`config.mk`:
```
export PLATFORM = sky130hd
export DESIGN_NAME = uart_wb_bridge_flat
export DESIGN_NICKNAME = d
export VERILOG_FILES = /design/src/rtl/uart_wb_bridge_if.sv /design/src/rtl/uart_wb_bridge.sv /design/src/flat_wrapper.sv
export SDC_FILE = /design/constraint.sdc
export NUM_CORES = 1
export LEC_CHECK = 0
export ABC_CLOCK_PERIOD_IN_PS = 11100
export CAP_MARGIN = 20
export CORE_MARGIN = 1.5
export CORE_UTILIZATION = 45
export DETAILED_ROUTE_END_ITERATION = 10
export PLACE_DENSITY = 0.87
export SLEW_MARGIN = 20
export SYNTH_ARGS = -nofsm -noshare
export SYNTH_HDL_FRONTEND = slang
export SYNTH_SLANG_ARGS = --single-unit
```
`constraint.sdc`:
```
create_clock -name i_clk -period 11.1 [get_ports i_clk]
set_input_delay 2.22 -clock i_clk [delete_from_list [all_inputs] [get_ports i_clk]]
set_output_delay 2.22 -clock i_clk [all_outputs]
set_load 0.1 [all_outputs]
```
`src/rtl/uart_wb_bridge_if.sv`:
```
// Signal bundle between the UART byte streams, the bridge and the DDR3 Wishbone port.
// The bridge uses the master view; the UART/controller side uses the slave view.
interface uart_wb_bridge_if #(
    parameter int WB_ADDR_BITS    = 8,
    parameter int WB_DATA_BITS    = 128,
    parameter int AUX_WIDTH       = 4,
    parameter int MAX_OUTSTANDING = 4
);
    localparam int OW = $clog2(MAX_OUTSTANDING + 1);

    logic [7:0]                s_axis_tdata;
    logic                      s_axis_tvalid;
    logic                      s_axis_tready;
    logic [7:0]                m_axis_tdata;
    logic                      m_axis_tvalid;
    logic                      m_axis_tready;
    logic                      o_wb_cyc;
    logic                      o_wb_stb;
    logic                      o_wb_we;
    logic [WB_ADDR_BITS-1:0]   o_wb_addr;
    logic [WB_DATA_BITS-1:0]   o_wb_data;
    logic [WB_DATA_BITS/8-1:0] o_wb_sel;
    logic [AUX_WIDTH-1:0]      o_aux;
    logic                      i_wb_stall;
    logic                      i_wb_ack;
    logic [WB_DATA_BITS-1:0]   i_wb_data;
    logic [AUX_WIDTH-1:0]      i_aux;
    logic [OW-1:0]             o_outstanding;
    logic                      o_err;

    modport master (
        input  s_axis_tdata, s_axis_tvalid, m_axis_tready,
        input  i_wb_stall, i_wb_ack, i_wb_data, i_aux,
        output s_axis_tready, m_axis_tdata, m_axis_tvalid,
        output o_wb_cyc, o_wb_stb, o_wb_we, o_wb_addr, o_wb_data, o_wb_sel, o_aux,
        output o_outstanding, o_err
    );

    modport slave (
        output s_axis_tdata, s_axis_tvalid, m_axis_tready,
        output i_wb_stall, i_wb_ack, i_wb_data, i_aux,
        input  s_axis_tready, m_axis_tdata, m_axis_tvalid,
        input  o_wb_cyc, o_wb_stb, o_wb_we, o_wb_addr, o_wb_data, o_wb_sel, o_aux,
        input  o_outstanding, o_err
    );
endinterface

```
`src/rtl/uart_wb_bridge.sv`:
```
// UART command bridge: lowercase bytes write DDR3, uppercase bytes read it back to UART TX.
// Read issue reserves a response FIFO slot up front so returning read data always has room.
//   state  | meaning
//   S_IDLE | decode RX FIFO head; discard non-letters, issue letters when limits allow
//   S_REQ  | Wishbone strobe held until accepted; may chain the next head on accept
module uart_wb_bridge #(
    parameter int WB_ADDR_BITS    = 8,
    parameter int WB_DATA_BITS    = 128,
    parameter int AUX_WIDTH       = 4,
    parameter int IN_DEPTH        = 4,
    parameter int RESP_DEPTH      = 8,
    parameter int MAX_OUTSTANDING = 4
) (
    input logic              i_clk,
    input logic              i_rst,
    uart_wb_bridge_if.master bus
);
    localparam int OW  = $clog2(MAX_OUTSTANDING + 1);
    localparam int IAW = $clog2(IN_DEPTH);
    localparam int RAW = $clog2(RESP_DEPTH);

    typedef enum logic {S_IDLE = 1'b0, S_REQ = 1'b1} state_t;
    state_t state_q, state_d;

    logic [7:0]   rx_mem_q [IN_DEPTH];
    logic [7:0]   rx_mem_d [IN_DEPTH];
    logic [IAW:0] rx_wr_q, rx_wr_d, rx_rd_q, rx_rd_d, rx_cnt;
    logic         rx_full, rx_empty, rx_push, rx_pop;
    logic [7:0]   head, head_low;
    logic         head_lower, head_upper, head_letter;

    logic [7:0]   resp_mem_q [RESP_DEPTH];
    logic [7:0]   resp_mem_d [RESP_DEPTH];
    logic [RAW:0] resp_wr_q, resp_wr_d, resp_rd_q, resp_rd_d, resp_cnt, resp_after;
    logic         resp_full, resp_empty, resp_push, resp_pop;

    logic          we_q, we_d;
    logic [7:0]    addr_q, addr_d, data_q, data_d;
    logic [OW-1:0] out_q, out_d;
    logic [RAW:0]  rif_q, rif_d;
    logic          err_q, err_d;
    logic          stb, accept, ack_ok, ack_read, issue_ok;
    logic [RAW+1:0] credit_use;
    logic          unused_bits;

    assign rx_cnt      = rx_wr_q - rx_rd_q;
    assign rx_full     = (rx_cnt == (IAW+1)'(IN_DEPTH));
    assign rx_empty    = (rx_cnt == '0);
    assign rx_push     = bus.s_axis_tvalid && !rx_full;
    assign head        = rx_mem_q[rx_rd_q[IAW-1:0]];
    assign head_lower  = (head >= 8'd97) && (head <= 8'd122);
    assign head_upper  = (head >= 8'd65) && (head <= 8'd90);
    assign head_letter = head_lower || head_upper;
    assign head_low    = head_lower ? head : head + 8'd32;

    assign resp_cnt   = resp_wr_q - resp_rd_q;
    assign resp_full  = (resp_cnt == (RAW+1)'(RESP_DEPTH));
    assign resp_empty = (resp_cnt == '0);

    always_comb begin : datapath
        stb        = (state_q == S_REQ);
        accept     = stb && !bus.i_wb_stall;
        ack_ok     = bus.i_wb_ack && (out_q != '0);
        ack_read   = ack_ok && !bus.i_aux[0];
        err_d      = err_q || (bus.i_wb_ack && (out_q == '0));
        out_d      = out_q + OW'(accept) - OW'(ack_ok);
        rif_d      = rif_q + (RAW+1)'(accept && !we_q) - (RAW+1)'(ack_read && (rif_q != '0));
        resp_push  = ack_read && !resp_full;
        resp_pop   = !resp_empty && bus.m_axis_tready;
        resp_wr_d  = resp_wr_q + (RAW+1)'(resp_push);
        resp_rd_d  = resp_rd_q + (RAW+1)'(resp_pop);
        resp_mem_d = resp_mem_q;
        if (resp_push) begin
            resp_mem_d[resp_wr_q[RAW-1:0]] = bus.i_wb_data[7:0];
        end
        // Counts after this cycle's accept/ack/pop, so a chained read sees its predecessor's reservation.
        resp_after = resp_wr_d - resp_rd_d;
        credit_use = (RAW+2)'(resp_after) + (RAW+2)'(rif_d);
        issue_ok   = head_letter && (out_d < OW'(MAX_OUTSTANDING)) &&
                     (head_lower || (credit_use < (RAW+2)'(RESP_DEPTH)));
    end

    always_comb begin : fsm
        state_d = state_q;
        rx_pop  = 1'b0;
        we_d    = we_q;
        addr_d  = addr_q;
        data_d  = data_q;
        case (state_q)
            S_IDLE: begin
                if (!rx_empty) begin
                    if (!head_letter) begin
                        rx_pop = 1'b1;
                    end else if (issue_ok) begin
                        rx_pop  = 1'b1;
                        state_d = S_REQ;
                    end
                end
            end
            S_REQ: begin
                if (accept) begin
                    if (!rx_empty && issue_ok) begin
                        rx_pop = 1'b1;
                    end else begin
                        state_d = S_IDLE;
                    end
                end
            end
            default: state_d = S_IDLE;
        endcase
        if (rx_pop && head_letter) begin
            we_d   = head_lower;
            addr_d = ~head_low;
            data_d = head;
        end
    end

    always_comb begin : rx_fifo
        rx_wr_d  = rx_wr_q + (IAW+1)'(rx_push);
        rx_rd_d  = rx_rd_q + (IAW+1)'(rx_pop);
        rx_mem_d = rx_mem_q;
        if (rx_push) begin
            rx_mem_d[rx_wr_q[IAW-1:0]] = bus.s_axis_tdata;
        end
    end

    always_ff @(posedge i_clk) begin
        if (i_rst) begin
            state_q   <= S_IDLE;
            rx_wr_q   <= '0;
            rx_rd_q   <= '0;
            resp_wr_q <= '0;
            resp_rd_q <= '0;
            we_q      <= 1'b0;
            addr_q    <= '0;
            data_q    <= '0;
            out_q     <= '0;
            rif_q     <= '0;
            err_q     <= 1'b0;
        end else begin
            state_q   <= state_d;
            rx_wr_q   <= rx_wr_d;
            rx_rd_q   <= rx_rd_d;
            resp_wr_q <= resp_wr_d;
            resp_rd_q <= resp_rd_d;
            we_q      <= we_d;
            addr_q    <= addr_d;
            data_q    <= data_d;
            out_q     <= out_d;
            rif_q     <= rif_d;
            err_q     <= err_d;
        end
    end

    // Storage needs no reset; pointers define what is valid.
    always_ff @(posedge i_clk) begin
        rx_mem_q   <= rx_mem_d;
        resp_mem_q <= resp_mem_d;
    end

    assign bus.s_axis_tready = !rx_full;
    assign bus.m_axis_tdata  = resp_mem_q[resp_rd_q[RAW-1:0]];
    assign bus.m_axis_tvalid = !resp_empty;
    assign bus.o_wb_cyc      = stb || (out_q != '0);
    assign bus.o_wb_stb      = stb;
    assign bus.o_wb_we       = we_q;
    assign bus.o_wb_addr     = WB_ADDR_BITS'(addr_q);
    assign bus.o_wb_data     = WB_DATA_BITS'(data_q);
    assign bus.o_wb_sel      = '1;
    assign bus.o_aux         = AUX_WIDTH'(we_q);
    assign bus.o_outstanding = out_q;
    assign bus.o_err         = err_q;

    assign unused_bits = ^{bus.i_wb_data[WB_DATA_BITS-1:8], bus.i_aux[AUX_WIDTH-1:1]};
endmodule
```
`src/flat_wrapper.sv`:
```
// flat-port wrapper written by rule: the top's interface ports become plain ports
module uart_wb_bridge_flat 
#(
    parameter int WB_ADDR_BITS    = 8,
    parameter int WB_DATA_BITS    = 128,
    parameter int AUX_WIDTH       = 4,
    parameter int IN_DEPTH        = 4,
    parameter int RESP_DEPTH      = 8,
    parameter int MAX_OUTSTANDING = 4
)
  (i_clk, i_rst, bus_s_axis_tdata, bus_s_axis_tvalid, bus_m_axis_tready, bus_i_wb_stall, bus_i_wb_ack, bus_i_wb_data, bus_i_aux, bus_s_axis_tready, bus_m_axis_tdata, bus_m_axis_tvalid, bus_o_wb_cyc, bus_o_wb_stb, bus_o_wb_we, bus_o_wb_addr, bus_o_wb_data, bus_o_wb_sel, bus_o_aux, bus_o_outstanding, bus_o_err);
  uart_wb_bridge_if #(.WB_ADDR_BITS(WB_ADDR_BITS), .WB_DATA_BITS(WB_DATA_BITS), .AUX_WIDTH(AUX_WIDTH), .MAX_OUTSTANDING(MAX_OUTSTANDING)) bus_i ();
  input logic i_clk;
  input logic i_rst;
  input wire logic [$bits(bus_i.s_axis_tdata)-1:0] bus_s_axis_tdata;
  input wire logic [$bits(bus_i.s_axis_tvalid)-1:0] bus_s_axis_tvalid;
  input wire logic [$bits(bus_i.m_axis_tready)-1:0] bus_m_axis_tready;
  input wire logic [$bits(bus_i.i_wb_stall)-1:0] bus_i_wb_stall;
  input wire logic [$bits(bus_i.i_wb_ack)-1:0] bus_i_wb_ack;
  input wire logic [$bits(bus_i.i_wb_data)-1:0] bus_i_wb_data;
  input wire logic [$bits(bus_i.i_aux)-1:0] bus_i_aux;
  output wire logic [$bits(bus_i.s_axis_tready)-1:0] bus_s_axis_tready;
  output wire logic [$bits(bus_i.m_axis_tdata)-1:0] bus_m_axis_tdata;
  output wire logic [$bits(bus_i.m_axis_tvalid)-1:0] bus_m_axis_tvalid;
  output wire logic [$bits(bus_i.o_wb_cyc)-1:0] bus_o_wb_cyc;
  output wire logic [$bits(bus_i.o_wb_stb)-1:0] bus_o_wb_stb;
  output wire logic [$bits(bus_i.o_wb_we)-1:0] bus_o_wb_we;
  output wire logic [$bits(bus_i.o_wb_addr)-1:0] bus_o_wb_addr;
  output wire logic [$bits(bus_i.o_wb_data)-1:0] bus_o_wb_data;
  output wire logic [$bits(bus_i.o_wb_sel)-1:0] bus_o_wb_sel;
  output wire logic [$bits(bus_i.o_aux)-1:0] bus_o_aux;
  output wire logic [$bits(bus_i.o_outstanding)-1:0] bus_o_outstanding;
  output wire logic [$bits(bus_i.o_err)-1:0] bus_o_err;
  assign bus_i.s_axis_tdata = bus_s_axis_tdata;
  assign bus_i.s_axis_tvalid = bus_s_axis_tvalid;
  assign bus_i.m_axis_tready = bus_m_axis_tready;
  assign bus_i.i_wb_stall = bus_i_wb_stall;
  assign bus_i.i_wb_ack = bus_i_wb_ack;
  assign bus_i.i_wb_data = bus_i_wb_data;
  assign bus_i.i_aux = bus_i_aux;
  assign bus_s_axis_tready = bus_i.s_axis_tready;
  assign bus_m_axis_tdata = bus_i.m_axis_tdata;
  assign bus_m_axis_tvalid = bus_i.m_axis_tvalid;
  assign bus_o_wb_cyc = bus_i.o_wb_cyc;
  assign bus_o_wb_stb = bus_i.o_wb_stb;
  assign bus_o_wb_we = bus_i.o_wb_we;
  assign bus_o_wb_addr = bus_i.o_wb_addr;
  assign bus_o_wb_data = bus_i.o_wb_data;
  assign bus_o_wb_sel = bus_i.o_wb_sel;
  assign bus_o_aux = bus_i.o_aux;
  assign bus_o_outstanding = bus_i.o_outstanding;
  assign bus_o_err = bus_i.o_err;
  uart_wb_bridge #(.WB_ADDR_BITS(WB_ADDR_BITS), .WB_DATA_BITS(WB_DATA_BITS), .AUX_WIDTH(AUX_WIDTH), .IN_DEPTH(IN_DEPTH), .RESP_DEPTH(RESP_DEPTH), .MAX_OUTSTANDING(MAX_OUTSTANDING)) u_core (.i_clk(i_clk), .i_rst(i_rst), .bus(bus_i));
endmodule
```
==> flow_summary.yaml, run 1 <==
outcome:
  status: "completed"
detailed_routing:
  ant_nets: 0
  finalWirelength_mm: 12.1
  drc: 0
  wl_per_cell_um: 15.1
  drt_iter0_markers: 209
  vias: 3761
  drt_first_pass_iters: 4
  avgViaCountPerCell: 4.68
cells_and_area:
  area_delta_synth_final_pct: 11.6
  n_fill_cell: 1208
  final_common_cell: "conb_1"
  layout.nets: 783
  final_cell_mix: "conb_1 (139), edfxtp_1 (96), clkdlybuf4s50_1 (56), dfxtp_1 (40), nor2_1 (37)"
  stdcell_area_um2: 7650
  drive_gt1_share_pct: 10.3
  num_antenna_cells: 0
sta:
  fmax_mhz: 165
  min_period_ns: 6.06
  rsz0062_at_grt: "no"
  slew_violations: 0
  finalCritPeriodShare_pct: 54.6
  setup-violations-final: 0
  hold_slack_ns: 0.466
  tightest_slew_ns: 1.01
  relSlewSlack_pct: 32.4
  hold_viol: 0
  skew_ns: 0.00685
  tns_ns: 0
setup_path:
  crit_path_frequent_cell: "ha_1"
  path_max_fanout: 19
  end_kind: "register"
  crit_chain: "clkdlybuf4s50_1 -> nor2b_1 -> nand2b_1 -> a31oi_1 -> ha_1 -> ha_1 -> ha_1 -> a21o_1 -> a21oi_1 -> xnor2_1 -> ha_1 -> nor3_1 -> and3_1 -> nand2b_1 -> a211oi_2 -> buf_4 -> and4b_1 -> nor3_1"
  required_ns: 11.38
  path_buf_inv: 2
  reg2reg_slack_ns: 5.24
  critPathMaxStageDelay_ns: 0.47
  timing.rr.start: "u_core.resp_rd_q[2]$_SDFF_PP0_"
  path_delay_family: "simple AND/OR/NAND/NOR gates"
  rr_worst_depth: 21
  r2r_end: "u_core.bus.o_wb_addr[7]$_SDFFE_PP0P_"
  crit_type: "in2reg"
  cp_slowest_cell: "clkdlybuf4s50_1"
  worstSetupStartpointType: "input port"
  cp-endpoint: "u_core.bus.o_wb_addr[7]$_SDFFE_PP0P_"
  cp.depth: 18
  crit_start: "bus_i_wb_ack"
  worstPathArrival_ns: 6.34
cts:
  cts.repair.resized: 0
  clk_pin_slew_ns: 0.05
  insertion_delay_ns: 0.42
  cts-root-buf: "clkbuf_16"
  cts.sinks: 136
  htreeDepth: 4
  cts_buffers: 17
  cts_hold_buf: 0
  clockBufferDepth: 2
  cts_tree: "yes"
  post-cts-setup-buffers: 0
logic_synthesis:
  synth.area.top_cells: "edfxtp_1 (42%), buf_4 (15%), dfxtp_1 (12%), mux4_2 (7.9%), ha_1 (4.9%)"
  async_flop_share_pct: 0
  yosysWarnings: 0
  synth_edf_count: 96
  synth.distinct_cells: 48
  synth_ff_type: "edfxtp_1"
  avgSynthCellArea_um2: 12.6
  ys_ff_latch: 136
  ys_seq_area_share_pct: 53.7
  netlist_area_um2: 6860
  netlist_instances: 543
  synth_area_leader_cell: "edfxtp_1"
  synth_top_area_share_pct: 42.0
placed_design:
  portBuffers: 56
  hpwl_mm: 8.39
  gp_congestion: 0.724
  place_area_um2: 7090
floorplanning:
  die_x_um: 126
  fp-row-count: 44
  die_h_um: 126
  core_region_area_um2: 14700
  initial_core_util_pct: 46.6
  ios: 319
  die_area_um2: 16000
pwr:
  power_density_nw_per_um2: 308
  finalPower_uw: 2360
  p_leak_uw: 0.00294
  ir_drop_mv: 0.301
global_route:
  grt_overflow: 0
  grt_max_degree: 40
  grt_usage_pct: 15.9
  grt_pass1_wl_mm: 18.9
  grt_pass1_vias: 3658
  antenna_found_initial: 0
job:
  cap_violations: 0
min_path:
  hp-class: "reg2reg"
-- power by group --
group	switching, µW	leakage (µW)	internal (µW)
clock network	205	0.000263	326
registers	49.2	0.00119	609
logic	842	0.00148	329
total	1100	0.00294	1260
-- layout make-up --
| cell class | count | area [µm²] | share of cell area (%) |
|---|---|---|---|
| Tap cell | 184 | 230 | 3.01 |
| Sequential cell | 136 | 3680 | 48.1 |
| Clock buffer | 18 | 429 | 5.61 |
| Timing Repair Buffer | 61 | 598 | 7.82 |
| Inverter | 20 | 75.1 | 0.981 |
| Clock inverter | 14 | 134 | 1.75 |
| Multi-Input combinational cell | 371 | 2500 | 32.7 |
-- Yosys cell counts, types with 6 or more instances --
| cell | n |
|---|---|
| buf_4 | 140 |
| edfxtp_1 | 96 |
| dfxtp_1 | 40 |
| nor2_1 | 37 |
| nand2_1 | 36 |
| ha_1 | 27 |
| mux4_2 | 24 |
| inv_1 | 19 |
| nor2b_1 | 18 |
| nand2b_1 | 11 |
| xnor2_1 | 10 |
| a21oi_1 | 7 |
| clkbuf_1 | 6 |
-- metrics by stage --
stage               util, %  worst slack, ns  instances
detailed placement     48.2             4.59        772
floorplan                 -             5.68        680
global route           52.1             4.71        804
CTS                    52.1             5.00        804
global placement       48.2             4.60        772
finish                 52.1             5.04        804
-- logic make-up after synthesis --
group	Yosys count	share of synthesized area [%]
other cells	2	0.110
simple gates	124	8.65
fa+ha+maj	30	5.80
xor+xnor	16	2.26
buf+inv	173	17.3
flops	136	53.7
mux	31	8.94
compound gates	31	3.21
-- layer usage --
metal / GRT usage (%) / up-vias / wire length, µm
met1: 17.4 / 1833 / 4690
li1: - / 1740 / -
met5: 0 / - / 0
met4: 7.03 / 0 / 234
met2: 28.1 / 169 / 6520
met3: 5.53 / 19 / 697
-- worst reg2reg max path: stages, from the launching register on --
cell and delay, ns:
dfxtp_1 0.67, clkinv_1 0.48, ha_1 0.46, o21a_1 0.12
or3_1 0.36, a21bo_2 0.24, and2_1 0.20, ha_1 0.21
ha_1 0.32, inv_1 0.07, ha_1 0.29, a21o_1 0.16
a21oi_1 0.18, xnor2_1 0.14, ha_1 0.24, nor3_1 0.20
and3_1 0.22, nand2b_1 0.07, a211oi_2 0.44, buf_4 0.33
and4b_1 0.26, nor3_1 0.06
-- sequential cells by signal, summed over array words and instances (netlist names), 4 cells and up --
signal and count:
u_core.bus.o_wb_addr 8, u_core.data_q 8, u_core.resp_mem_q 64, u_core.resp_rd_q 4, u_core.resp_wr_q 4, u_core.rif_q 4, u_core.rx_mem_q 32
-- worst min-delay path by stage --
| stage | from | end | slack [ns] | depth (start not counted) |
|---|---|---|---|---|
| after floorplan | u_core.rx_wr_q[2]$_SDFF_PP0_ | u_core.rx_wr_q[2]$_SDFF_PP0_ | 0.50 | 2 |
| after global placement | u_core.bus.o_wb_addr[5]$_SDFFE_PP0P_ | u_core.bus.o_wb_addr[5]$_SDFFE_PP0P_ | 0.45 | 1 |
| after detailed placement | u_core.bus.o_wb_addr[5]$_SDFFE_PP0P_ | u_core.bus.o_wb_addr[5]$_SDFFE_PP0P_ | 0.45 | 1 |
| after CTS | u_core.bus.o_wb_addr[5]$_SDFFE_PP0P_ | u_core.bus.o_wb_addr[5]$_SDFFE_PP0P_ | 0.46 | 1 |
| after global routing | u_core.bus.o_wb_addr[5]$_SDFFE_PP0P_ | u_core.bus.o_wb_addr[5]$_SDFFE_PP0P_ | 0.49 | 1 |
| final | u_core.bus.o_wb_addr[5]$_SDFFE_PP0P_ | u_core.bus.o_wb_addr[5]$_SDFFE_PP0P_ | 0.47 | 1 |
No activity file was read; power rests on OpenSTA's default activity.
==> run 2: changes to the inputs <==
--- a/config.mk
+++ b/config.mk
@@ -5,12 +5,12 @@
 export SDC_FILE = /design/constraint.sdc
 export NUM_CORES = 1
 export LEC_CHECK = 0
-export ABC_CLOCK_PERIOD_IN_PS = 11100
+export ABC_CLOCK_PERIOD_IN_PS = 5200
 export CAP_MARGIN = 20
 export CORE_MARGIN = 1.5
-export CORE_UTILIZATION = 45
+export CORE_UTILIZATION = 38
 export DETAILED_ROUTE_END_ITERATION = 10
-export PLACE_DENSITY = 0.87
+export PLACE_DENSITY = 0.78
 export SLEW_MARGIN = 20
 export SYNTH_ARGS = -nofsm -noshare
 export SYNTH_HDL_FRONTEND = slang
==> constraint.sdc (replaced) <==
create_clock -name i_clk -period 5.2 [get_ports i_clk]
set_input_delay 1.04 -clock i_clk [delete_from_list [all_inputs] [get_ports i_clk]]
set_output_delay 1.04 -clock i_clk [all_outputs]
set_load 0.1 [all_outputs]
==> run 2 against run 1 <==
- critical endpoint is now u_core.data_q[2]$_SDFFE_PP0P_
- wire length decreased by 7.1%
- sequential power increased by 110%
- combinational power increased by 120%
==> flow_summary.yaml, run 2 (synthesis results as in run 1) <==
placed_design:
  portBuffers: 56
  pre_cts_slack_ns: 0.127
  dp_cells: 819
  place_area_um2: 7190
  gp_congestion: 0.712
  hpwl_mm: 8.09
sta:
  hold_viol: 0
  tns_ns: 0
  worst_slack_ns: 0.428
  setup-violations-final: 0
  skew_ns: 0.0142
  rsz0062_at_grt: "no"
  fmax_mhz: 210
  slew_violations: 0
  min_period_ns: 4.77
  tightest_slew_ns: 0.992
  finalCritPeriodShare_pct: 91.8
  relSlewSlack_pct: 33.6
cells_and_area:
  layout.cells.non_filler: 851
  final_common_cell: "conb_1"
  area_delta_synth_final_pct: 13.0
  reg.largest.list: "u_core.resp_mem_q: 64 flops, u_core.rx_mem_q: 32 flops"
  final_cell_mix: "conb_1 (139), edfxtp_1 (96), clkdlybuf4s50_1 (55), dfxtp_1 (40), nor2_1 (37)"
  layout.nets: 789
  largest_reg_flops: 64
  num_antenna_cells: 0
  stdcell_area_um2: 7750
  drive_gt1_share_pct: 11.8
  regMostFlops: "u_core.resp_mem_q"
  n_fill_cell: 1567
min_path:
  hp-class: "reg2reg"
cts:
  cts_hold_buf: 0
  cts_tree: "yes"
  cts_buffers: 17
  htreeDepth: 4
  clockBufferDepth: 2
  cts-root-buf: "clkbuf_16"
  clk_pin_slew_ns: 0.06
  cts.sinks: 136
  cts.repair.resized: 0
  insertion_delay_ns: 0.42
  post-cts-setup-buffers: 0
setup_path:
  critPathMaxStageDelay_ns: 0.38
  crit_type: "reg2reg"
  worstSetupStartpointType: "register"
  required_ns: 5.50
  crit_chain: "inv_1 -> ha_1 -> nor2b_1 -> o21a_1 -> or3_1 -> a21bo_4 -> and2_1 -> ha_1 -> ha_1 -> inv_1 -> ha_1 -> a21o_1 -> a21oi_1 -> xnor2_1 -> ha_1 -> nor3_1 -> and3_1 -> nand2b_1 -> a211oi_2 -> buf_4 -> mux2i_1 -> nor2_1"
  crit_path_frequent_cell: "ha_1"
  worstPathArrival_ns: 5.07
  path_buf_inv: 3
  cp_slowest_cell: "or3_1"
  path_delay_family: "adder cells"
  path_max_fanout: 9
  end_kind: "register"
global_route:
  grt_overflow: 0
  grt_pass1_wl_mm: 17.8
  grt_pass1_vias: 3518
  grt_max_degree: 40
  grt_usage_pct: 12.9
  antenna_found_initial: 0
detailed_routing:
  drt_iter0_markers: 171
  ant_nets: 0
  drc: 0
  vias: 3666
  avgViaCountPerCell: 4.31
  finalWirelength_mm: 11.3
  wl_per_cell_um: 13.3
  drt_first_pass_iters: 4
pwr:
  power_density_nw_per_um2: 648
  ir_drop_mv: 0.467
  p_leak_uw: 0.00298
  finalPower_uw: 5030
floorplanning:
  initial_core_util_pct: 39.2
  die_area_um2: 18900
  die_h_um: 137
  ios: 319
  fp-row-count: 48
  core_region_area_um2: 17500
  die_x_um: 137
job:
  cap_violations: 0
outcome:
  status: "completed"
[run 2: changes by cell type in the layout (fill, tap and decap cells not counted), sizes merged]
cell,previous run,this run
clkinvlp,5,1
inv,19,27
clkinv,8,7
clkdlybuf4s50,56,55
clkbuf,18,17
bufinv,2,0
buf,5,12
[run 2: per-layer routing]
layer,track usage (%),vias to the layer above,share of wire (%)
met5,0,-,0
met4,5.56,0,1.0
met3,4.23,7,8.1
met2,22.2,174,52
met1,14.6,1723,39
li1,-,1762,-
[run 2: final timing paths]
| kind | startpoint | end | slack [ns] | cells past startpoint |
|---|---|---|---|---|
| worst max-delay path | u_core.resp_rd_q[1]$_SDFF_PP0_ | u_core.data_q[2]$_SDFFE_PP0P_ | 0.43 | 22 |
| worst min-delay path | u_core.bus.o_wb_addr[5]$_SDFFE_PP0P_ | u_core.bus.o_wb_addr[5]$_SDFFE_PP0P_ | 0.47 | 1 |
| worst max register to register | u_core.resp_rd_q[1]$_SDFF_PP0_ | u_core.data_q[2]$_SDFFE_PP0P_ | 0.43 | 22 |
| worst min register to register | u_core.bus.o_wb_addr[5]$_SDFFE_PP0P_ | u_core.bus.o_wb_addr[5]$_SDFFE_PP0P_ | 0.47 | 1 |
[run 2: cell type report]
type                            count  area (µm²)  area share (%)
Clock buffer                       17         425            5.49
Multi-Input combinational cell    371        2510            32.4
Sequential cell                   136        3680            47.5
Tap cell                          225         282            3.63
Inverter                           20        75.1           0.969
Clock inverter                     15         136            1.76
Timing Repair Buffer               67         641            8.27
[run 2: report_power, final]
group          switching (µW)  total [µW]  leakage (µW)  internal [µW]
clock network             492        1120      0.000276            629
registers                73.4        1370       0.00119           1300
logic                    1820        2530       0.00151            716
[run 2: metrics by stage]
stage	hold slack, ns	utilization [%]
6_report	0.466	44.3
5_1_grt	0.491	44.3
4_1_cts	0.473	44.3
3_5_place_dp	0.453	41.1
3_3_place_gp	0.445	41.1
2_1_floorplan	0.503	-
